--- config.mk ---
export PLATFORM = sky130hd
export DESIGN_NAME = dz_scan_capture
export DESIGN_NICKNAME = d
export VERILOG_FILES = /design/src/rtl/dz_pkg.sv /design/src/rtl/dz_row_decode.sv /design/src/rtl/dz_scan_capture.sv
export SDC_FILE = /design/constraint.sdc
export NUM_CORES = 1
export LEC_CHECK = 0
export ABC_AREA = 0
export CAP_MARGIN = 20
export CORE_MARGIN = 1.5
export CORE_UTILIZATION = 63
export DETAILED_ROUTE_END_ITERATION = 8
export HOLD_SLACK_MARGIN = 0.02
export PLACE_DENSITY = 0.83
export RECOVER_POWER = 50
export SLEW_MARGIN = 10
export SYNTH_ARGS = -nofsm -noshare
export SYNTH_HDL_FRONTEND = slang
export SYNTH_SLANG_ARGS = --single-unit
--- constraint.sdc ---
create_clock -name clk -period 19.3 [get_ports clk]
set_clock_uncertainty 0.1 [all_clocks]
set_input_delay 3.86 -clock clk [delete_from_list [all_inputs] [get_ports clk]]
set_output_delay 3.86 -clock clk [all_outputs]
set_load 0.02 [all_outputs]
--- src/rtl/dz_pkg.sv ---
// Shared definitions for the 8x8 red/green dot-matrix scan interface.
// Used by the driver, the capture monitor and the bench.
package dz_pkg;

  localparam int DZ_ROWS = 8;
  localparam int DZ_COLS = 8;

  typedef logic [2:0]         row_idx_t;
  typedef logic [DZ_COLS-1:0] col_t;

  typedef enum logic {
    ST_SYNC = 1'b0,
    ST_CAPT = 1'b1
  } dz_state_t;

  typedef struct packed {
    col_t r;
    col_t g;
  } dz_px_t;

  localparam row_idx_t DZ_LAST_ROW = row_idx_t'(DZ_ROWS - 1);

  // Row k of a pattern lives in bits [8k+7:8k].
  localparam logic [DZ_ROWS*DZ_COLS-1:0] DZ_PAT_EGG_G   = 64'h0000_183C_3C18_0000;
  localparam logic [DZ_ROWS*DZ_COLS-1:0] DZ_PAT_CRACK_R = 64'h8142_2418_1824_4281;
  localparam logic [DZ_ROWS*DZ_COLS-1:0] DZ_PAT_CHICK_G = 64'h3C42_99A5_81A5_423C;

  function automatic col_t dz_pat_row(input logic [DZ_ROWS*DZ_COLS-1:0] pat,
                                      input row_idx_t k);
    return pat[{k, 3'b000} +: DZ_COLS];
  endfunction

endpackage

--- src/rtl/dz_row_decode.sv ---
// Classifies an active-low row strobe: single row (with index), blank, or multiple rows.
// Latency: combinational; backpressure: none.
module dz_row_decode
  import dz_pkg::*;
(
  input  logic [DZ_ROWS-1:0] row,
  output row_idx_t           idx,
  output logic               valid,
  output logic               blank,
  output logic               multi
);

  logic [3:0] zeros;

  always_comb begin
    idx   = '0;
    zeros = '0;
    for (int k = 0; k < DZ_ROWS; k++) begin
      if (!row[k]) begin
        idx   = row_idx_t'(k);
        zeros = zeros + 4'd1;
      end
    end
  end

  assign valid = (zeros == 4'd1);
  assign blank = (zeros == 4'd0);
  assign multi = (zeros > 4'd1);

endmodule

--- src/rtl/dz_scan_capture.sv ---
// Rebuilds the displayed frame from the matrix pins; commits complete in-order scans.
// Latency: pin to flag/commit 2 edges, read port 1 edge; backpressure: none (pure monitor).
module dz_scan_capture
  import dz_pkg::*;
#(
  parameter int TIMEOUT = 16,
  parameter int CNT_W   = 8
) (
  input  logic             clk,
  input  logic             rst,
  input  logic             en,
  input  logic [7:0]       row_in,
  input  logic [7:0]       colr_in,
  input  logic [7:0]       colg_in,
  input  logic [2:0]       rd_row,
  output logic [7:0]       rd_r,
  output logic [7:0]       rd_g,
  output logic             frame_valid,
  output logic             frame_pulse,
  output logic [CNT_W-1:0] frame_cnt,
  output logic             err_onehot,
  output logic             err_order,
  input  logic             clr_err
);

  localparam int             WD_W   = $clog2(TIMEOUT + 1);
  localparam logic [WD_W-1:0] WD_MAX = WD_W'(TIMEOUT);

  logic [7:0] row_q, colr_q, colg_q;
  // Reset leaves row_q at zero, which would decode as a multi-row strobe.
  logic       samp_vld;

  dz_state_t       state_q, state_n;
  row_idx_t        expect_q, expect_n;
  logic [WD_W-1:0] wdog_q, wdog_n, wd_inc;

  dz_px_t shadow    [DZ_ROWS];
  dz_px_t frame_buf [DZ_ROWS];

  row_idx_t dec_idx;
  logic     dec_valid, dec_blank, dec_multi;
  logic     wr_en, commit, ev_order, ev_onehot;

  dz_row_decode u_dec (
    .row   (row_q),
    .idx   (dec_idx),
    .valid (dec_valid),
    .blank (dec_blank),
    .multi (dec_multi)
  );

  assign wd_inc = (wdog_q == WD_MAX) ? WD_MAX : wdog_q + 1'b1;

  always_comb begin
    state_n   = state_q;
    expect_n  = expect_q;
    wdog_n    = wdog_q;
    wr_en     = 1'b0;
    commit    = 1'b0;
    ev_order  = 1'b0;
    ev_onehot = 1'b0;
    if (!en) begin
      state_n  = ST_SYNC;
      expect_n = '0;
      wdog_n   = '0;
    end else if (samp_vld) begin
      ev_onehot = dec_multi;
      unique case (state_q)
        ST_SYNC: begin
          wdog_n = '0;
          if (dec_valid && dec_idx == '0) begin
            wr_en    = 1'b1;
            expect_n = 3'd1;
            state_n  = ST_CAPT;
          end
        end
        ST_CAPT: begin
          if (dec_valid) begin
            wdog_n = '0;
            if (dec_idx == expect_q) begin
              wr_en = 1'b1;
              if (dec_idx == DZ_LAST_ROW) begin
                commit   = 1'b1;
                expect_n = '0;
              end else begin
                expect_n = expect_q + 3'd1;
              end
            end else if (dec_idx == expect_q - 3'd1) begin
              wr_en = 1'b1;
            end else begin
              ev_order = 1'b1;
              // A stray row 0 is treated as the start of a fresh scan.
              if (dec_idx == '0) begin
                wr_en    = 1'b1;
                expect_n = 3'd1;
              end else begin
                state_n  = ST_SYNC;
                expect_n = '0;
              end
            end
          end else if (dec_blank || dec_multi) begin
            wdog_n = wd_inc;
            if (wd_inc == WD_MAX) begin
              state_n  = ST_SYNC;
              expect_n = '0;
              wdog_n   = '0;
            end
          end
        end
        default: state_n = ST_SYNC;
      endcase
    end
  end

  always_ff @(posedge clk or posedge rst) begin
    if (rst) begin
      state_q  <= ST_SYNC;
      expect_q <= '0;
      wdog_q   <= '0;
    end else begin
      state_q  <= state_n;
      expect_q <= expect_n;
      wdog_q   <= wdog_n;
    end
  end

  always_ff @(posedge clk or posedge rst) begin
    if (rst) begin
      row_q       <= '0;
      colr_q      <= '0;
      colg_q      <= '0;
      samp_vld    <= 1'b0;
      rd_r        <= '0;
      rd_g        <= '0;
      frame_valid <= 1'b0;
      frame_pulse <= 1'b0;
      frame_cnt   <= '0;
      err_onehot  <= 1'b0;
      err_order   <= 1'b0;
      for (int k = 0; k < DZ_ROWS; k++) begin
        shadow[k]    <= '0;
        frame_buf[k] <= '0;
      end
    end else begin
      row_q    <= row_in;
      colr_q   <= colr_in;
      colg_q   <= colg_in;
      samp_vld <= 1'b1;

      // Read uses the buffer as it stood before any commit on this edge.
      rd_r <= frame_buf[rd_row].r;
      rd_g <= frame_buf[rd_row].g;

      if (wr_en) shadow[dec_idx] <= '{r: colr_q, g: colg_q};

      if (commit) begin
        for (int k = 0; k < DZ_ROWS - 1; k++) frame_buf[k] <= shadow[k];
        frame_buf[DZ_LAST_ROW] <= '{r: colr_q, g: colg_q};
        frame_cnt   <= frame_cnt + 1'b1;
        frame_valid <= 1'b1;
      end
      frame_pulse <= commit;

      err_onehot <= (err_onehot & ~clr_err) | ev_onehot;
      err_order  <= (err_order  & ~clr_err) | ev_order;
    end
  end

endmodule

# --- Yosys cells after proc, flatten, opt, wreduce, memory -nomap -nowiden ---
# Index checks and enable logic that the tools add are counted.
word_totals:
  elab_cells: 154
  regBits: 318
  out_inout_bits: 28
classes:
  eq_ne: 11
  bitwise: 8
  reduce_logical: 7
  muxes: 67
  order_cmp: 4
  n_addsub: 11
ops:
  columns: ["operator", "count"]
  rows:
  - ["bitwise mux 128 bit", 1]
  - ["binary-select mux 16 bit (select 3 bit)", 1]
  - ["demux 16 bit (select 3 bit)", 1]
  - ["2-to-1 mux 16 bit", 3]
  - ["2-to-1 mux 3 bit", 13]
  - ["2-to-1 mux 5 bit", 6]
  - ["2-to-1 mux 1 bit", 29]
  - ["2-to-1 mux 4 bit", 7]
  - ["adder 4 x 1 -> 4 bit (second input constant)", 6]
  - ["== test 5 bit (second input constant)", 2]
  - ["one-hot mux 5 bit (2 select lines)", 1]
  - ["adder 8 x 1 -> 8 bit (second input constant)", 1]
  - [">= comparator 4 bit (second input constant)", 2]
  - ["inequality test 4 x 2 -> 1 bit (second input constant)", 2]
  - ["inverter 3 -> 4 bit", 2]
  - ["== test 3 bit", 2]
  - ["one-hot mux 3 bit (2 select lines)", 1]
  - ["adder 5 x 1 -> 5 bit (second input constant)", 1]
  - ["inequality test 5 bit (second input constant)", 1]
  - ["AND reduction 5 bit", 1]
  - ["== test 4 x 1 -> 1 bit (second input constant)", 1]
  - ["greater-than comparator 4 x 1 -> 1 bit (second input constant)", 1]
  - ["zero test 4 bit", 1]
  - ["less-than comparator 4 x 1 -> 1 bit (second input constant)", 1]
  - ["other kinds (15)", 21]

# --- Depth between registers and ports, before layout ---
# Gate-level depths: netlist (run 1).
logic_depth:
  word_depth: 22
  ltp_mapped: 22

# --- Hierarchy ---
# Synthesis (run 1) repeated with hierarchy kept, for this count alone.
unflattened:
  hier_cells: 955
  hier_area_um2: 12809.8
modules_own_cells:
  columns: ["mod", "area_per_inst_um2", "seq_area_each_um2", "cells_each", "instances"]
  rows:
  - ["dz_scan_capture", 12156.7, 7557.2, 870, 1]
  - ["dz_row_decode", 653.1, 0.0, 85, 1]

# --- Worst setup path after synthesis (run 1) ---
# OpenSTA, ideal clock, no wires.
synth_path:
  path_kind: "input port to flip-flop"
  start: "input port rd_row[0]"
  end: "register rd_g[0]"
  path_buffers: 2
  slack_ps: 13647
  arrival_ps: 5428
  setup_time_ps: 125
  path_stages: 4
  cell_sequence: "clkbuf_1 > buf_1 > mux4_2 > mux2_2"
synth_between:
  elab_chain_cells: 4
synth_rtl:
  columns: ["element", "line", "source"]
  rows:
  - ["from (decl)", "dz_scan_capture.sv:15", "input logic [2:0] rd_row,"]
  - ["inverter 3 -> 4 bit (not written as such)", "dz_scan_capture.sv:152", "rd_g <= frame_buf[rd_row].g;"]
  - ["binary-select mux 16 bit (select 3 bit)", "dz_scan_capture.sv:152", null]
  - ["2-to-1 mux 16 bit (not written as such) (2 in a row)", "dz_scan_capture.sv:152", null]
  - ["to (signal assigned)", "dz_scan_capture.sv:152", null]
  - ["to (decl)", "dz_scan_capture.sv:17", "output logic [7:0] rd_g,"]
# No other way between the ends. The select of a mux whose other input is x is not followed.
# A chain may end at the register's enable or synchronous reset.

==> results of run 1 <==
[layer usage]
layer  global-route usage [%]  up-vias  wire (um)
met5                        0        -          0
met4                     6.34        0        482
met3                     3.34       41       1290
met2                     39.3      167      12200
met1                     33.5     3805      10600
li1                         -     3359          -
[registers in the layout, summed over array words and instances, names as in the netlist, 3 cells and up]
name / flops
row_q: 8
rd_g: 8
frame_buf: 128
expect_q: 3
colg_q: 8
rd_r: 8
colr_q: 8
shadow: 112
wdog_q: 5
frame_cnt: 8
[cells in the mapped netlist, drive strengths merged, types with 2 or more instances]
cell      n
dfrtp   302
nand2b    8
o21bai    2
xor2      5
a211oi    3
o32ai     4
nand3    15
mux4     32
or2       4
or4       4
a31o      2
or3       7
nor3      9
nand4     7
nor2     10
o22ai     2
mux2    260
and4      3
mux2i     6
a22o      3
and2      3
buf      33
inv      20
nand3b    3
a31oi     2
a21oi     9
and3      2
nand2    27
a211o     2
a21o      2
nor4      6
clkbuf   10
ha       13
nor2b     6
o21ai    10
xnor2    21
o211ai    8
o31a      2
[worst min-delay path by stage]
stage | start | to | slack (ns) | cells after the start
3_3_place_gp | frame_valid$_DFFE_PP0P_ | frame_valid$_DFFE_PP0P_ | 0.35 | 1
2_1_floorplan | shadow[32]$_DFFE_PP0P_ | shadow[32]$_DFFE_PP0P_ | 0.35 | 1
3_5_place_dp | frame_cnt[7]$_DFFE_PP0P_ | frame_cnt[7]$_DFFE_PP0P_ | 0.37 | 1
5_1_grt | frame_valid$_DFFE_PP0P_ | frame_valid$_DFFE_PP0P_ | 0.39 | 1
4_1_cts | frame_cnt[7]$_DFFE_PP0P_ | frame_cnt[7]$_DFFE_PP0P_ | 0.38 | 1
6_report | frame_cnt[7]$_DFFE_PP0P_ | frame_cnt[7]$_DFFE_PP0P_ | 0.37 | 1
[critical path: stages]
cell and delay (ns):
dlygate4sd3_1 0.55, clkinvlp_2 0.71, clkbuf_1 4.53
[report_power, final]
group | total (mW) | internal, mW | switching (mW)
clock network | 0.548 | 0.312 | 0.236
logic | 0.0963 | 0.0379 | 0.0584
registers | 0.647 | 0.638 | 0.00908
[final cells by class]
class / instances / area share (%)
clock buffer: 43 / 5.54
sequential: 302 / 50.5
clock inverter: 10 / 0.627
inverter: 20 / 0.510
tap: 270 / 2.26
multi-input combinational: 521 / 36.2
timing repair buffer: 66 / 4.32
[cells by family after synthesis]
family	count (synthesis)	share of synthesized area [%]
XOR/XNOR	28	2.29
AND/OR/NAND/NOR	119	5.42
other	1	0.0282
flip-flops	302	56.9
AO/OA/AOI/OAI	62	3.55
adder cells (fa/ha/maj)	13	1.22
buffers and inverters	63	2.37
multiplexers	298	28.2
[stage by stage]
stage	area [um^2]	hold slack [ns]	power, mW	std cells
after CTS	14900	0.375	1.31	1230
after global routing	15000	0.392	1.34	1232
after global placement	14000	0.355	0.754	1177
after detailed placement	14000	0.366	0.756	1177
final	15000	0.369	1.29	1232
after floorplan	13300	0.352	0.729	886
==> flow_summary.ini, run 1 <==
[yosys]
syn-num-nets = 930
ys_warn_count = 0
synth_edf_count = 0
ys_ff_latch = 302
netlist_instances = 886
synth_area_leaders = dfrtp_1 57%, mux2_2 20%, mux4_2 5.4%
synth_cell_type_count = 73
synth_async_sr_flop_share_pct = 100
syn_area_per_cell_um2 = 15.0
seq_area_frac_synth_pct = 56.9
yosys.area.top_type_share_pct = 56.9
synth_ff_type = dfrtp_1
syn_area_mm2 = 0.0133
yosysTopAreaCell = dfrtp_1

[global_route]
gr-total-overflow = 0
grt_max_degree = 153
grt_pass1_wl_mm = 41.2
grt_use_total_pct = 23.7
grt_pass1_vias = 7784
antenna_found_initial = 0

[routing]
via_per_inst = 5.98
route.vias.total = 7372
final_antenna_net_count = 0
first_iter_violations = 435
wl_per_cell_um = 19.9
drc = 0
drt_pass1_iterations = 4
wirelength_mm = 24.6

[sta]
rsz0062_at_grt = false
setup_ws_ns = 8.56
period_share_pct = 55.6
period_minus_slack_ns = 10.74
relSlewSlack_pct = -327
setup_viol = 0
fmaxAchievable_mhz = 93.1
finalMaxSlewViolations = 128
finalHoldViolations = 0
worst_pin_slew_ns = 6.41
setup_tns_ns = 0

[critical_path]
endpoint_kind = asynchronous set/reset pin
cp-startpoint = rst
crit_required_ns = 18.29
timing.rr.end = frame_buf[98]$_DFFE_PP0P_
endpoint = rd_r[1]$_DFF_PP0_
worstSetupPathType = in2async
reg2regPathDepth = 19
path_max_fanout = 127
r2r_start = row_q[0]$_DFF_PP0_
startpoint_type = input pin
r2r_slack_ns = 12.81
cp.arrival_ns = 9.72

[clocking]
clk_latency_ns = 0.55
clockBufferDepth = 3
cts_hold_buf = 0
cts_tree = yes
post_cts_buffers = 0
h-tree-depth = 1
cts_buffers = 29
path_clk_slew_ns = 0.06
clock_sinks = 302
ctsResizeCount = 0
root_buffer = clkbuf_16

[status]
outcome = complete, but fails checks
violations = max-capacitance violations, max-slew violations

[floorplan]
core_mm2 = 0.0204
die_x_um = 148
io_pins = 59
dieArea_mm2 = 0.0220
start_util_pct = 65.0
die_h_um = 148
std_cell_rows = 52

[run]
maxCapViolations = 1

[placement]
gp_congestion = 0.828
place_worst_setup_slack_ns = 12.09
port-buffer-count = 58
dp_hpwl_mm = 14.3

[hold_path]
hold_class = reg2reg

[power]
vdd_drop_max_v = 0.0000720
power.density_mw_per_mm2 = 86.3
p_leak_nw = 7.21

[final_layout]
fillers = 1330
drive_gt1_share_pct = 36.6
regArea_mm2 = 0.00756
multiInputGateArea_mm2 = 0.00542
final_common_cell = dfrtp_1
fin_util_pct = 73.2
diodes = 0
final_cell_mix = 302 x dfrtp_1, 235 x mux2_2, 32 x mux4_2
layout.nets = 984
syn2layout_area_growth_pct = 12.7
Note: power is estimated with default switching activity, not from simulation.
==> run 2, diff against run 1 <==
--- a/config.mk
+++ b/config.mk
@@ -8,10 +8,10 @@
 export ABC_AREA = 0
 export CAP_MARGIN = 20
 export CORE_MARGIN = 1.5
-export CORE_UTILIZATION = 63
+export CORE_UTILIZATION = 55
 export DETAILED_ROUTE_END_ITERATION = 8
 export HOLD_SLACK_MARGIN = 0.02
-export PLACE_DENSITY = 0.83
+export PLACE_DENSITY = 0.76
 export RECOVER_POWER = 50
 export SLEW_MARGIN = 10
 export SYNTH_ARGS = -nofsm -noshare
==> constraint.sdc (replaced) <==
create_clock -name clk -period 8.6 [get_ports clk]
set_clock_uncertainty 0.1 [all_clocks]
set_input_delay 1.72 -clock clk [delete_from_list [all_inputs] [get_ports clk]]
set_output_delay 1.72 -clock clk [all_outputs]
set_load 0.02 [all_outputs]
==> flow_summary.ini, run 2 (synthesis gave the netlist of run 1 again) <==
[final_layout]
drive_gt1_share_pct = 36.1
layout.nets = 982
syn2layout_area_growth_pct = 13.6
fin_util_pct = 63.9
regMostFlops = frame_buf
final_common_cell = dfrtp_1
diodes = 0
largest_reg_flops = 128
layout.cells.non_filler = 1279
final_cell_mix = 302 x dfrtp_1, 229 x mux2_2, 42 x dlygate4sd3_1
reg_top3 = frame_buf: 128 flops, shadow: 112 flops

[routing]
wl_per_cell_um = 18.9
via_per_inst = 5.70
drt_pass1_iterations = 5
drc = 0
first_iter_violations = 426
wirelength_mm = 24.1
final_antenna_net_count = 0
route.vias.total = 7295

[power]
p_leak_nw = 7.29
seq_power_share_pct = 48.6
vdd_drop_max_v = 0.000132
power.density_mw_per_mm2 = 198
p_comb_share_pct = 7.2
power.net_switching_mw = 0.695
swShare_pct = 23.2
pwr-share-clk_pct = 44.2
intPower_mw = 2.30

[floorplan]
die_h_um = 158
std_cell_rows = 56
dieArea_mm2 = 0.0251
die_x_um = 158
core_mm2 = 0.0236
io_pins = 59
start_util_pct = 56.2

[critical_path]
max_stage_delay_ns = 1.06
r2r_slack_ns = 2.31
cp.arrival_ns = 6.63
endpoint_kind = register
worstSetupPathType = reg2reg
crit_slowest_cell = and4_1
worstPathCellList = inv_1 -> ha_1 -> xnor2_2 -> ha_1 -> nor3_1 -> mux2i_1 -> o221ai_1 -> inv_1 -> ha_1 -> nor2b_1 -> xnor2_1 -> xnor2_1 -> or3_1 -> o211ai_1 -> o211ai_1 -> a2111oi_4 -> and4_1 -> mux2_2
crit_required_ns = 8.94
cpMostUsedCell = ha_1
path_max_fanout = 16
startpoint_type = register

[placement]
gp_congestion = 0.849
post-place-cells = 1225
place_worst_setup_slack_ns = 2.28
port-buffer-count = 58
dp_hpwl_mm = 13.8

[clocking]
post_cts_buffers = 0
cts_tree = yes
cts_hold_buf = 0
path_clk_slew_ns = 0.06
cts_buffers = 30
ctsResizeCount = 0
h-tree-depth = 1
root_buffer = clkbuf_16
clock_sinks = 302
clk_latency_ns = 0.55
clockBufferDepth = 3

[run]
maxCapViolations = 1

[status]
outcome = complete, but fails checks
violations = max-capacitance violations, max-slew violations

[global_route]
grt_use_total_pct = 20.2
grt_pass1_wl_mm = 39.7
antenna_found_initial = 0
grt_max_degree = 185
gr-total-overflow = 0
grt_pass1_vias = 7455

[sta]
setup_tns_ns = 0
finalMaxSlewViolations = 184
rsz0062_at_grt = false
worst_pin_slew_ns = 4.46
setup_ws_ns = 2.31
fmaxAchievable_mhz = 159
finalHoldViolations = 0
setup_viol = 0
period_share_pct = 73.2
period_minus_slack_ns = 6.29
relSlewSlack_pct = -197

[hold_path]
hold_class = reg2reg
==> run 2: cell types whose count changed in the layout (fill, tap and decap cells not counted), sizes merged <==
cell	delta
buf	-3
bufinv	+3
clkbuf	-4
clkdlybuf4s50	-17
clkinv	+2
clkinvlp	+1
dlygate4sd3	+17
inv	-1
==> run 2: path summary, 6_finish.rpt <==
kind | to | cells past startpoint | startpoint
worst max register to register | shadow[61]$_DFFE_PP0P_ | 18 | row_q[1]$_DFF_PP0_
worst min register to register | frame_valid$_DFFE_PP0P_ | 1 | frame_valid$_DFFE_PP0P_
worst max-delay path | shadow[61]$_DFFE_PP0P_ | 18 | row_q[1]$_DFF_PP0_
min in group asynchronous | frame_buf[127]$_DFFE_PP0P_ | 3 | rst
max in group asynchronous | row_q[0]$_DFF_PP0_ | 3 | rst
worst min-delay path | frame_valid$_DFFE_PP0P_ | 1 | frame_valid$_DFFE_PP0P_
==> run 2: stage by stage <==
stage	hold WS (ns)	power, mW	instance area (um^2)
after floorplan	0.352	1.64	13300
after global placement	0.350	1.69	14100
after detailed placement	0.360	1.70	14100
after CTS	0.375	3.03	15100
after global routing	0.392	3.11	15100
final	0.364	2.99	15100
==> run 2: worst max-delay path: cells and delay by family, from the launching register on <==
kind | cells | cell delay, ns
buffers and inverters | 2 | 0.16
XOR/XNOR | 3 | 0.75
adder cells (fa/ha/maj) | 3 | 0.93
AO/OA/AOI/OAI | 4 | 1.56
AND/OR/NAND/NOR | 4 | 1.75
flip-flops | 1 | 0.39
multiplexers | 2 | 0.53
==> run 2: layer usage <==
| layer | wire length (um) | global-route usage, % | vias to the layer above |
|---|---|---|---|
| li1 | - | - | 3343 |
| met1 | 11300 | 29.5 | 3793 |
| met2 | 11500 | 32.4 | 130 |
| met3 | 937 | 2.72 | 29 |
| met4 | 383 | 4.32 | 0 |
| met5 | 0 | 0 | - |
==> run 2: layout make-up <==
| class | instances | area, um^2 |
|---|---|---|
| Tap cell | 319 | 399 |
| Clock buffer | 39 | 805 |
| Fill cell | 1754 | 8530 |
| Inverter | 20 | 78.8 |
| Sequential cell | 302 | 7560 |
| Clock inverter | 15 | 193 |
| Timing Repair Buffer | 63 | 631 |
| Multi-Input combinational cell | 521 | 5420 |
==> run 2: power groups by stage <==
stage | Sequential (mW) | Clock [mW] | Combinational, mW
2_1_floorplan | 1.47 | 0 | 0.166
3_3_place_gp | 1.48 | 0 | 0.216
3_5_place_dp | 1.48 | 0 | 0.220
4_1_cts | 1.45 | 1.35 | 0.221
5_1_grt | 1.45 | 1.41 | 0.240
6_report | 1.45 | 1.32 | 0.215
